==> config.mk <==
export PLATFORM = sky130hd
export DESIGN_NAME = slider_key_ctrl
export DESIGN_NICKNAME = d
export VERILOG_FILES = /design/src/rtl/slider_key_ctrl.sv
export SDC_FILE = /design/constraint.sdc
export NUM_CORES = 1
export LEC_CHECK = 0
export CAP_MARGIN = 10
export CORE_UTILIZATION = 40
export DETAILED_ROUTE_END_ITERATION = 10
export DONT_BUFFER_PORTS = 1
export HOLD_SLACK_MARGIN = 0.1
export PLACE_DENSITY = 0.53
export SYNTH_ARGS = -nofsm -noshare
export SYNTH_HDL_FRONTEND = slang
export SYNTH_SLANG_ARGS = --single-unit
==> constraint.sdc <==
create_clock -name iFrame_CLK -period 1.9 [get_ports iFrame_CLK]
set_input_delay 0.38 -clock iFrame_CLK [delete_from_list [all_inputs] [get_ports iFrame_CLK]]
set_output_delay 0.38 -clock iFrame_CLK [all_outputs]
set_load 0.005 [all_outputs]
==> src/rtl/slider_key_ctrl.sv <==
// rtl/slider_key_ctrl.sv - key synchronizer, debounce and axis arbitration for the slider stage
module slider_key_ctrl #(
    parameter int DEBOUNCE_FRAMES = 3,
    parameter int CNT_W           = 4
) (
    input  logic       iFrame_CLK,
    input  logic       iRST_n,
    input  logic [3:0] iKEY,
    input  logic       iEnable,
    output logic       oSlider_go,
    output logic       oSlider_back,
    output logic       oSlider_up,
    output logic       oSlider_down,
    output logic [3:0] oKey_pulse
);

    typedef enum logic [1:0] {RELEASED, PRESS_CNT, PRESSED, RELEASE_CNT} key_state_t;
    typedef enum logic [1:0] {OWN_NONE, OWN_A, OWN_B} owner_t;

    localparam logic [CNT_W-1:0] CNT_LAST = CNT_W'(DEBOUNCE_FRAMES - 1);
    localparam logic [CNT_W-1:0] CNT_ONE  = CNT_W'(1);

    logic [3:0]       sync1, sync2, deb, deb_d, rise;
    key_state_t       state [4];
    key_state_t       state_next [4];
    logic [CNT_W-1:0] cnt [4];
    logic [CNT_W-1:0] cnt_next [4];
    owner_t           own_x, own_y, own_x_next, own_y_next;

    // Last-pressed-wins; a simultaneous press locks the axis out until one key lets go.
    function automatic owner_t arbitrate(owner_t cur, logic deb_a, logic deb_b,
                                         logic rise_a, logic rise_b);
        owner_t nxt;
        nxt = cur;
        if (deb_a && deb_b) begin
            if (rise_a && rise_b)  nxt = OWN_NONE;
            else if (rise_a)       nxt = OWN_A;
            else if (rise_b)       nxt = OWN_B;
        end else if (deb_a) begin
            nxt = OWN_A;
        end else if (deb_b) begin
            nxt = OWN_B;
        end else begin
            nxt = OWN_NONE;
        end
        return nxt;
    endfunction

    always_comb begin
        for (int i = 0; i < 4; i++) begin
            state_next[i] = state[i];
            cnt_next[i]   = cnt[i];
            case (state[i])
                RELEASED: if (sync2[i]) begin
                    state_next[i] = PRESS_CNT;
                    cnt_next[i]   = CNT_ONE;
                end
                PRESS_CNT: begin
                    if (!sync2[i])              state_next[i] = RELEASED;
                    else if (cnt[i] == CNT_LAST) state_next[i] = PRESSED;
                    else                        cnt_next[i]   = cnt[i] + CNT_ONE;
                end
                PRESSED: if (!sync2[i]) begin
                    state_next[i] = RELEASE_CNT;
                    cnt_next[i]   = CNT_ONE;
                end
                RELEASE_CNT: begin
                    if (sync2[i])               state_next[i] = PRESSED;
                    else if (cnt[i] == CNT_LAST) state_next[i] = RELEASED;
                    else                        cnt_next[i]   = cnt[i] + CNT_ONE;
                end
                default: state_next[i] = RELEASED;
            endcase
            deb[i] = (state[i] == PRESSED) || (state[i] == RELEASE_CNT);
        end
        rise       = deb & ~deb_d;
        own_x_next = arbitrate(own_x, deb[0], deb[1], rise[0], rise[1]);
        own_y_next = arbitrate(own_y, deb[2], deb[3], rise[2], rise[3]);
    end

    always_ff @(posedge iFrame_CLK or negedge iRST_n) begin
        if (!iRST_n) begin
            sync1        <= '0;
            sync2        <= '0;
            deb_d        <= '0;
            own_x        <= OWN_NONE;
            own_y        <= OWN_NONE;
            oSlider_go   <= 1'b0;
            oSlider_back <= 1'b0;
            oSlider_up   <= 1'b0;
            oSlider_down <= 1'b0;
            oKey_pulse   <= '0;
            for (int i = 0; i < 4; i++) begin
                state[i] <= RELEASED;
                cnt[i]   <= '0;
            end
        end else begin
            sync1        <= ~iKEY;
            sync2        <= sync1;
            deb_d        <= deb;
            own_x        <= own_x_next;
            own_y        <= own_y_next;
            oSlider_go   <= iEnable && (own_x_next == OWN_A);
            oSlider_back <= iEnable && (own_x_next == OWN_B);
            oSlider_up   <= iEnable && (own_y_next == OWN_A);
            oSlider_down <= iEnable && (own_y_next == OWN_B);
            oKey_pulse   <= {4{iEnable}} & rise;
            for (int i = 0; i < 4; i++) begin
                state[i] <= state_next[i];
                cnt[i]   <= cnt_next[i];
            end
        end
    end

endmodule

# --- After elaboration in Yosys (flattened, before gate mapping) ---
# Index checks and enable logic that the tools add are counted.
word_totals:
  regBits: 48
  in_bits: 7
  output_inout_bits: 8
  wordCells: 158
classes:
  addsub: 4
  n_eq_ne: 44
  n_mux: 64
  bitwise: 4
  n_reduce_logical: 24
op_table:
  columns: ["operator", "n"]
  rows:
  - ["4-bit 2-to-1 mux", 20]
  - ["2-bit 2-to-1 mux", 36]
  - ["4-bit case mux with 4 select lines", 4]
  - ["2-bit != test, second input constant", 16]
  - ["2-bit case mux with 4 select lines", 4]
  - ["4-bit AND reduction", 8]
  - ["3-bit != test, second input constant", 8]
  - ["2-bit equality test, second input constant", 10]
  - ["4-bit by 1-bit adder with 4-bit output, second input constant", 4]
  - ["4-bit by 2-bit equality test with 1-bit output, second input constant", 4]
  - ["2-bit by 1-bit equality test with 1-bit output, second input constant", 6]
  - ["4-bit AND", 2]
  - ["1-bit logical AND", 8]
  - ["2-bit logical NOT", 4]
  - ["4-bit inverter", 2]
  - ["1-bit logical OR", 4]

# --- Longest topological paths before layout ---
# Gate-level depths: netlist of the first run.
depth:
  ltp_word: 9
  depth_mapped: 5
  mapped_depth_nobuf: 5

# --- Least setup slack after synthesis of the first run ---
# Ideal clock, no wire load.
synth_timing:
  path_kind: "register to register"
  startpoint: "register cnt[4] (netlist bit)"
  endpoint: "register cnt[7] (netlist bit)"
  setup_ns: 0.104
  arrival_ns: 1.380
  t_required_ns: 1.796
  setup_slack_ns: 0.417
  stages_incl_launch_ff: 6
  n_path_buf: 0
  period_less_slack_ns: 1.483
  path_cell_list: "dfrtp_1 inv_1 ha_1 and4bb_2 or2_2 o311ai_1"
synth_between:
  elab_chain_len: 4
  word_cells_on_any_way: 6
  classes_between: "add/sub: 1; eq/ne: 1; mux: 4"
synth_rtl:
  columns: ["item", "line_no", "rtl"]
  rows:
  - ["start: declaration", "26", "logic [CNT_W-1:0] cnt [4];"]
  - ["start signal: indexed assignment", "110", "cnt[i] <= cnt_next[i];"]
  - ["4-bit by 1-bit adder with 4-bit output / 4-bit by 2-bit equality test with 1-bit output (equally long branches)", null, null]
  - ["4-bit 2-to-1 mux (*)", "60, 69", null]
  - ["4-bit 2-to-1 mux, on equally long branches", "68, 59", null]
  - ["4-bit case mux with 4 select lines (*)", "53", "case (state[i])"]
# Every way passes the cells marked *; elsewhere a longest branch is shown, timed or not. The select of a mux whose other input is x is not followed.
# A chain may end at the register's enable or synchronous reset.

# --- Final worst setup path of the first run ---
# Same ends and word-level chain as after synthesis.

==> metrics.csv, run 1 <==
stage,metric,value,unit
sta,rsz0062_at_grt,false,
clock_tree,cts_root_buffer,clkbuf_8,
synth,syn-num-nets,198,
setup_path,path_class,flip-flop to flip-flop,
synth,netlist_area,2038,um2
setup_path,arrival,1.80,ns
global_route,grt_pass1_wl,5306,um
setup_path,worstPathCellList,inv_1 > ha_1 > and4bb_2 > or2_2 > o311ai_1,
global_route,grtUsageTotal,0.1309,
detailed_routing,wl,3026,um
global_route,antenna_found_initial,0,
min_path,min_to,sync1[1]$_DFF_PN0_,
detailed_routing,top_layer,met4,
detailed_routing,met2_length,1449,um
setup_path,ff2ff_setup_slack,0.29,ns
global_route,grt_start_max_net_pins,49,
setup_path,worstPathRequired,2.09,ns
final_layout,final_area,2258,um2
sta,fin_worst_skew,0.008626,ns
placed_design,io_buffers,0,
synth,syn_inst,183,
setup_path,cp_max_fo,5,
min_path,hp-start,iKEY[1],
setup_path,r2r-end,cnt[7]$_DFFE_PN0P_,
final_layout,antenna_cells,0,
min_path,hp-class,primary input to flip-flop,
power_and_ir_drop,leakage,1.046,nW
detailed_routing,dr.pass1.iters,4,
synth,ys_ff_latch,48,
placed_design,placed_area,2092,um2
detailed_routing,wl_met3,113,um
global_route,grt_overflow,0,
detailed_routing,vias,1260,
die,die_w,73.38,um
clock_tree,clk_pin_slew_worst_paths,0.08,ns
run,drv_cap,0,
synth,synth_cell_types,38,
outcome,status,finished clean,
synth,synth_edf_count,0,
clock_tree,cts_resized,0,
min_path,min_path_cells,1,
setup_path,cp_slowest_cell,dfrtp_1,
setup_path,endpoint_kind,flip-flop,
synth,ys_seq_area_frac,0.5893,
placed_design,gp_congestion,0.7275,
die,die_h,73.38,um
clock_tree,clk_latency,0.29,ns
die,start_util,0.4231,
detailed_routing,drc,0,
sta,final.setup.tns,0,ns
sta,tightest_slew,0.4887,ns
sta,fin_crit,1.609,ns
setup_path,cpPeakStageDelay,0.39,ns
synth,synth_flop_cell,dfrtp_1,
clock_tree,htreeDepth,2,
setup_path,rr_startpoint,cnt[4]$_DFFE_PN0P_,
placed_design,dp_hpwl,2124,um
detailed_routing,ant_nets,0,
power_and_ir_drop,vdd_ir_drop_max,0.5645,mV
sta,clock.fmax,621.5,MHz
die,die_area,5385,um2
detailed_routing,wl_per_cell,12.01,um
clock_tree,cts_buffers,5,
sta,setup_viol,0,
final_layout,fillCellCount,461,
setup_path,cp-startpoint,cnt[4]$_DFFE_PN0P_,
synth,synth-async-reset-ratio,1.000,
final_layout,drive_gt1_frac,0.09730,
final_layout,area_growth_syn_to_layout,10.80,%
die,core,4817,um2
global_route,grt_pass1_vias,1226,
die,io_pins,15,
clock_tree,clock-sinks,48,
final_layout,nNetsFinal,200,
setup_path,ff2ff_path_depth,5,
synth,syn_avg_cell_area,11.14,um2
setup_path,start_kind,flip-flop,
sta,finalHoldViolCount,0,
die,fp-row-count,25,
sta,fin_crit_sh,0.8469,
detailed_routing,viasPerCell,5.000,
sta,max-slew-margin-rel,0.6718,
detailed_routing,drt-initial-drc-count,51,
power_and_ir_drop,pwr_density_cell,1510,nW/um2
clock_tree,cts_tree,yes,
synth,ys_warn_count,0,
detailed_routing,drt-met1-wl,1406,um
clock_tree,clockBufferDepth,2,
sta,drv_slew,0,
logic make-up (layout without fill, tap and decap cells):
group                      Yosys count  after routing  synth area share
adders and majority gates            8              8           0.04911
muxes                                4              4           0.02210
buffers and inverters               21             23           0.04236
DFF                                 48             48            0.5893
AOI/OAI and AO/OA                   27             27           0.09024
xor gates and xnor gates             5              5           0.02148
and+or+nand+nor                     70             70            0.1854
placed cells by master, fill, tap and decap left out, types with 2 or more instances in the layout:
master,Yosys,layout
a211oi_1,2,2
a21boi_0,2,2
a21o_1,2,2
a21oi_1,3,3
and2_1,2,2
and4bb_2,2,2
bufinv_16,0,2
clkbuf_8,0,5
dfrtp_1,48,48
ha_1,8,8
inv_1,13,13
mux2_2,4,4
nand2_1,19,19
nand2b_1,7,7
nand3_1,14,14
nor2_1,8,8
nor2b_1,4,4
nor3_1,2,2
nor3b_1,2,2
o2111a_1,2,2
o21ai_0,10,10
o311ai_1,2,2
or2_2,2,2
or4_1,2,2
xnor2_1,4,4
cells in the mapped netlist, types with 2 or more instances:
cell type | n | area [um2]
nand2b_1 | 7 | 43.79
nor2_1 | 8 | 30.03
a21boi_0 | 2 | 15.01
ha_1 | 8 | 100.1
nand2_1 | 19 | 71.32
o2111a_1 | 2 | 22.52
clkbuf_2 | 2 | 10.01
clkbuf_1 | 4 | 15.01
nor3b_1 | 2 | 15.01
a21o_1 | 2 | 15.01
nand3_1 | 14 | 70.07
nor3_1 | 2 | 10.01
mux2_2 | 4 | 45.04
a211oi_1 | 2 | 15.01
o21ai_0 | 10 | 50.05
nor2b_1 | 4 | 25.02
and2_1 | 2 | 12.51
or4_1 | 2 | 15.01
a21oi_1 | 3 | 15.01
and4bb_2 | 2 | 25.02
inv_1 | 13 | 48.80
xnor2_1 | 4 | 35.03
dfrtp_1 | 48 | 1201
or2_2 | 2 | 12.51
o311ai_1 | 2 | 17.52
worst max-delay path: cells and delay by family (launching register included):
| kind | cells | cell delay (ns) |
|---|---|---|
| flops | 1 | 0.39 |
| compound gates | 1 | 0.29 |
| buf+inv | 1 | 0.07 |
| fa+ha+maj | 1 | 0.18 |
| simple gates | 2 | 0.57 |
area by class of cell:
| class | instances | area (um2) | area share |
|---|---|---|---|
| clock buffers | 5 | 68.82 | 0.03047 |
| multi-input cells | 114 | 750.7 | 0.3324 |
| well taps | 67 | 83.83 | 0.03712 |
| inverters | 13 | 48.80 | 0.02161 |
| clock inverters | 2 | 60.06 | 0.02659 |
| flip-flops and latches | 48 | 1201 | 0.5319 |
| repair buffers | 3 | 45.04 | 0.01994 |
state kept, by name, indices dropped and copies added (netlist names), named ones only:
register,count
oSlider_back,1
oSlider_down,1
own_x,2
sync2,4
own_y,2
sync1,4
oKey_pulse,4
oSlider_up,1
cnt,16
deb_d,4
oSlider_go,1
state,4
timing repair:
| action | 4_1_cts | 5_1_grt |
|---|---|---|
| hold buffers | 2 | 0 |
| buffers inserted | 0 | 0 |
| endpoints found under the hold margin | 48 | 0 |
where the power goes:
part,switching [mW],internal [mW]
clock,0.315,0.518
sequential,0.351,1.36
combinational,0.438,0.426
total,1.10,2.31
worst max-delay path by stage:
stage                     slack, ns            endpoint  depth (start not counted)
after floorplan                0.42  cnt[7]$_DFFE_PN0P_                          5
after global placement         0.39  cnt[7]$_DFFE_PN0P_                          5
after detailed placement       0.30  cnt[7]$_DFFE_PN0P_                          5
after CTS                      0.29  cnt[7]$_DFFE_PN0P_                          5
after global routing           0.23  cnt[7]$_DFFE_PN0P_                          5
final                          0.29  cnt[7]$_DFFE_PN0P_                          5
layer usage:
metal  global-route usage  vias to the layer above
met2               0.2160                       22
met1               0.1601                      612
li1                     -                      621
met3              0.03704                        5
met5                    0                        -
met4              0.05769                        0
stage by stage:
step             util  power (mW)  hold WS (ns)  setup slack (ns)  instances
3_3_place_gp   0.4343       2.526       0.08538            0.3880        243
3_5_place_dp   0.4343       2.588       0.08544            0.3017        243
6_report       0.4688       3.410        0.1328            0.2910        252
5_1_grt        0.4688       3.690        0.1182            0.2282        252
4_1_cts        0.4688       3.455        0.1197            0.2851        252
2_1_floorplan       -       2.401       0.08441            0.4167        183
(Power assumes the default switching activity.)
==> run 2: changes to the inputs <==
- clock period: 1.9 -> 1.7 ns (I/O delays scaled with it)
==> metrics.csv, run 2 (same netlist as run 1, synthesis figures left out) <==
stage,metric,value,unit
outcome,status,finished clean,
final_layout,drive_gt1_frac,0.1140,
clock_tree,clk_latency,0.29,ns
setup_path,start_kind,flip-flop,
detailed_routing,wl,3062,um
die,die_area,5385,um2
die,io_pins,15,
sta,clock.fmax,630.3,MHz
final_layout,utilization,0.4803,
final_layout,final_area,2313,um2
power_and_ir_drop,leakage,1.074,nW
placed_design,placed_area,2107,um2
sta,final.setup.tns,0,ns
placed_design,gp_congestion,0.7098,
clock_tree,clk_pin_slew_worst_paths,0.09,ns
detailed_routing,drt-initial-drc-count,53,
setup_path,endpoint_kind,flip-flop,
final_layout,mostFrequentLayoutCells,"dfrtp_1 (48), nand2_1 (19), nand3_1 (14), inv_1 (13), o21ai_0 (10)",
sta,fin_crit,1.586,ns
placed_design,dp_hpwl,2112,um
detailed_routing,ant_nets,0,
final_layout,layout.cells.most_common,dfrtp_1,
global_route,grt_pass1_wl,5457,um
detailed_routing,viasPerCell,4.981,
global_route,grtUsageTotal,0.1337,
global_route,grt_overflow,0,
clock_tree,cts_resized,0,
sta,tightest_slew,0.4775,ns
sta,fin_crit_sh,0.9332,
run,drv_cap,0,
die,start_util,0.4231,
clock_tree,cts_buffers,5,
global_route,grt_pass1_vias,1269,
final_layout,antenna_cells,0,
final_layout,area_growth_syn_to_layout,13.51,%
min_path,min_path_cells,2,
power_and_ir_drop,vdd_ir_drop_max,0.4999,mV
sta,fin_worst_skew,0.007740,ns
sta,drv_slew,0,
placed_design,io_buffers,0,
sta,setup_viol,0,
final_layout,largest_register,cnt,
setup_path,ff2ff_path_depth,5,
clock_tree,htreeDepth,2,
global_route,antenna_found_initial,0,
die,die_w,73.38,um
die,core,4817,um2
clock_tree,clock-sinks,48,
setup_path,path_class,flip-flop to flip-flop,
final_layout,largest_reg_flops,16,
setup_path,cp_max_fo,5,
clock_tree,cts_tree,yes,
clock_tree,clockBufferDepth,2,
sta,max-slew-margin-rel,0.6794,
clock_tree,cts_root_buffer,clkbuf_8,
detailed_routing,dr.pass1.iters,4,
min_path,hp-class,primary input to flip-flop,
sta,rsz0062_at_grt,false,
global_route,grt_start_max_net_pins,49,
power_and_ir_drop,pwr_density_cell,1636,nW/um2
detailed_routing,vias,1295,
die,fp-row-count,25,
setup_path,arrival,1.78,ns
detailed_routing,wl_per_cell,11.78,um
setup_path,worstPathRequired,1.89,ns
sta,finalHoldViolCount,0,
final_layout,nNetsFinal,207,
die,die_h,73.38,um
detailed_routing,drc,0,
run 2: stage by stage:
| step | power [mW] | setup WS (ns) | hold WS, ns | std cells |
|---|---|---|---|---|
| 2_1_floorplan | 2.683 | 0.2167 | 0.04441 | 183 |
| 4_1_cts | 3.817 | 0.07880 | 0.1411 | 259 |
| 3_3_place_gp | 2.861 | 0.1872 | 0.04543 | 245 |
| 5_1_grt | 4.114 | 0.02125 | 0.1522 | 260 |
| 3_5_place_dp | 2.921 | 0.08988 | 0.04541 | 245 |
| 6_report | 3.784 | 0.1135 | 0.1507 | 260 |
run 2: layer usage:
metal,GRT usage,up-vias,share of wire
li1,-,644,-
met1,0.1507,622,0.46
met2,0.2356,27,0.50
met3,0.04527,2,0.040
met4,0.04701,0,0.0082
met5,0,-,0
run 2: cell type report:
class | instances | area [um2]
inverters | 13 | 48.80
fillers | 457 | 2504
flip-flops and latches | 48 | 1201
clock inverters | 2 | 38.79
repair buffers | 10 | 107.6
clock buffers | 6 | 82.58
multi-input cells | 114 | 750.7
well taps | 67 | 83.83
run 2: timing repair:
item / CTS / global route
hold buffers: 6 / 0
endpoints found under the setup margin: 0 / 1
endpoints found under the hold margin: 52 / 0
buffers inserted: 0 / 1
run 2: worst max-delay path, stage by stage, from the launching register on:
cell      delay, ns
dfrtp_1        0.38
inv_1          0.07
ha_1           0.18
and4bb_2       0.25
or2_2          0.32
o311ai_1       0.28
run 2: final timing paths:
kind	from	to	slack, ns
setup / recovery	cnt[4]$_DFFE_PN0P_	cnt[7]$_DFFE_PN0P_	0.11
hold / removal	iEnable	oKey_pulse[3]$_DFF_PN0_	0.15
setup reg to reg	cnt[4]$_DFFE_PN0P_	cnt[7]$_DFFE_PN0P_	0.11
hold reg to reg	sync1[0]$_DFF_PN0_	sync2[0]$_DFF_PN0_	0.35
max in group asynchronous	iRST_n	sync2[0]$_DFF_PN0_	0.94
min in group asynchronous	iRST_n	cnt[2]$_DFFE_PN0P_	0.54
run 2: where the power goes:
group	leakage, nW	total, mW	switching [mW]	internal [mW]
clock network	0.0614	0.844	0.363	0.481
logic	0.411	1.06	0.535	0.523
registers	0.601	1.88	0.361	1.52
==> RTL edit: new RTL, settings of run 1 <==
Change the parameter `CNT_W` from 4 to 6.
--- a/src/rtl/slider_key_ctrl.sv
+++ b/src/rtl/slider_key_ctrl.sv
@@ -3,3 +3,3 @@
     parameter int DEBOUNCE_FRAMES = 3,
-    parameter int CNT_W           = 4
+    parameter int CNT_W           = 6
 ) (
Behaviour: same outputs for any inputs over 10 cycles, from zero or initial values and one cycle with iRST_n low; that may be too few to reach the edited logic, so the function may still have changed.
==> RTL edit against run 1 <==
- final area grew 24%
- global-route usage grew 0.47 points
- cell count grew 24%
- area after synthesis grew 24%
- sequential cell count grew 8
- sequential share of layout area shrank 3.0 points
- worst setup slack lost 74 ps
- power grew 14%
- routed wire length grew 35%
- largest cell class unchanged
- highest routed layer unchanged
==> RTL edit: results (changes against run 1) <==
outcome: "complete, no violations"  # unchanged
synth-compound-area-share: 0.1266  # was 0.09024
tightest_slew_ps: 354.0  # was 488.7 ps
swShare: 0.3668  # was 0.3239
max_stage_delay_ps: 490  # was 390 ps
grt_pass1_vias: 1518  # was 1226
synth.net_count: 241  # was 198
grt_first_pass_wirelength_mm: 6.865  # was 5.306 mm
drive_above_1_share: 0.1350  # was 0.09730
nNetsFinal: 251  # was 200
total_leakage_power_nw: 1.332  # was 1.046 nW
arrival_ps: 1940  # was 1800 ps
vias_per_cell: 5.090  # was 5.000
place_congestion: 0.7278  # was 0.7275
synthTopCellsByCount: "56 x dfrtp_1, 19 x nand2_1, 15 x inv_1"  # was 48 x dfrtp_1, 19 x nand2_1, 14 x nand3_1
globalRouteMet2Util: 0.2175  # was 0.2160
crit_fanout: 7  # was 5
ir_drop_mv: 0.5336  # was 0.5645 mV
largest_register_ffs: 24  # was 16
use_met1: 0.1774  # was 0.1601
first_iter_violations: 60  # was 51
ys_seq_area_frac: 0.5539  # was 0.5893
skew_ps: 10.41  # was 8.626 ps
met3_usage: 0.03333  # was 0.03704
ff2ff_setup_slack_ps: 220  # was 290 ps
cp_slowest_cell: "or4b_1"  # was dfrtp_1
path_clk_slew_ps: 100  # was 80 ps
synth_area_leaders: "dfrtp_1 55%, ha_1 4.0%, nand2_1 2.8%"  # was dfrtp_1 59%, ha_1 4.9%, nand2_1 3.5%
## RTL edit: cell types whose count changed after synthesis, sizes merged, moves of 4 or more
| cell | delta |
|---|---|
| dfrtp | +8 |
| and3b | +4 |
| inv | +4 |
| a22o | +5 |
| and3 | +9 |
## RTL edit: cell type report
type | instances | area, um2
Multi-Input combinational cell | 144 | 1023
Inverter | 17 | 63.81
Sequential cell | 56 | 1401
Timing Repair Buffer | 12 | 120.1
Clock buffer | 6 | 72.57
Tap cell | 75 | 93.84
Fill cell | 557 | 3234
Clock inverter | 2 | 16.27
## RTL edit: worst reg2reg max path, stage by stage, from the launching register on
cell and delay, ps:
dfrtp_1 380, inv_1 70, ha_1 190, nor4b_2 170
a21o_4 250, or4b_1 490, nand3_1 90
## RTL edit: kinds of logic after synthesis
logic type | after synthesis
fa+ha+maj | 8
compound gates | 44
flops | 56
simple gates | 78
xor+xnor | 4
mux | 10
buf+inv | 26
## RTL edit: worst paths after layout
check,startpoint,end
max,cnt[0],cnt[5]
min,iKEY[0],sync1[0]
max reg2reg,cnt[0],cnt[5]
min reg2reg,sync1[2],sync2[2]
max in group asynchronous,iRST_n,sync1[0]
min in group asynchronous,iRST_n,cnt[13]
## RTL edit: per-layer routing
metal  wire (um)  share of wire
met3         113          0.028
met4          43          0.011
met2        1888           0.46
met1        2035           0.50
met5           0              0
## RTL edit: power groups by stage
stage,Clock (mW),Sequential [mW],Combinational [mW]
after floorplan,0,1.87,1.04
after global placement,0,2.00,1.20
after detailed placement,0,2.00,1.22
after CTS,0.692,1.98,1.26
after global routing,0.736,2.04,1.43
final,0.653,1.98,1.25
## RTL edit: through the flow
step / setup slack (ps) / utilization / std cells
floorplan: 268.7 / - / 226
global placement: 248.5 / 0.4373 / 299
detailed placement: 221.5 / 0.4373 / 299
CTS: 212.0 / 0.4583 / 309
global route: 99.24 / 0.4632 / 312
finish: 217.2 / 0.4632 / 312
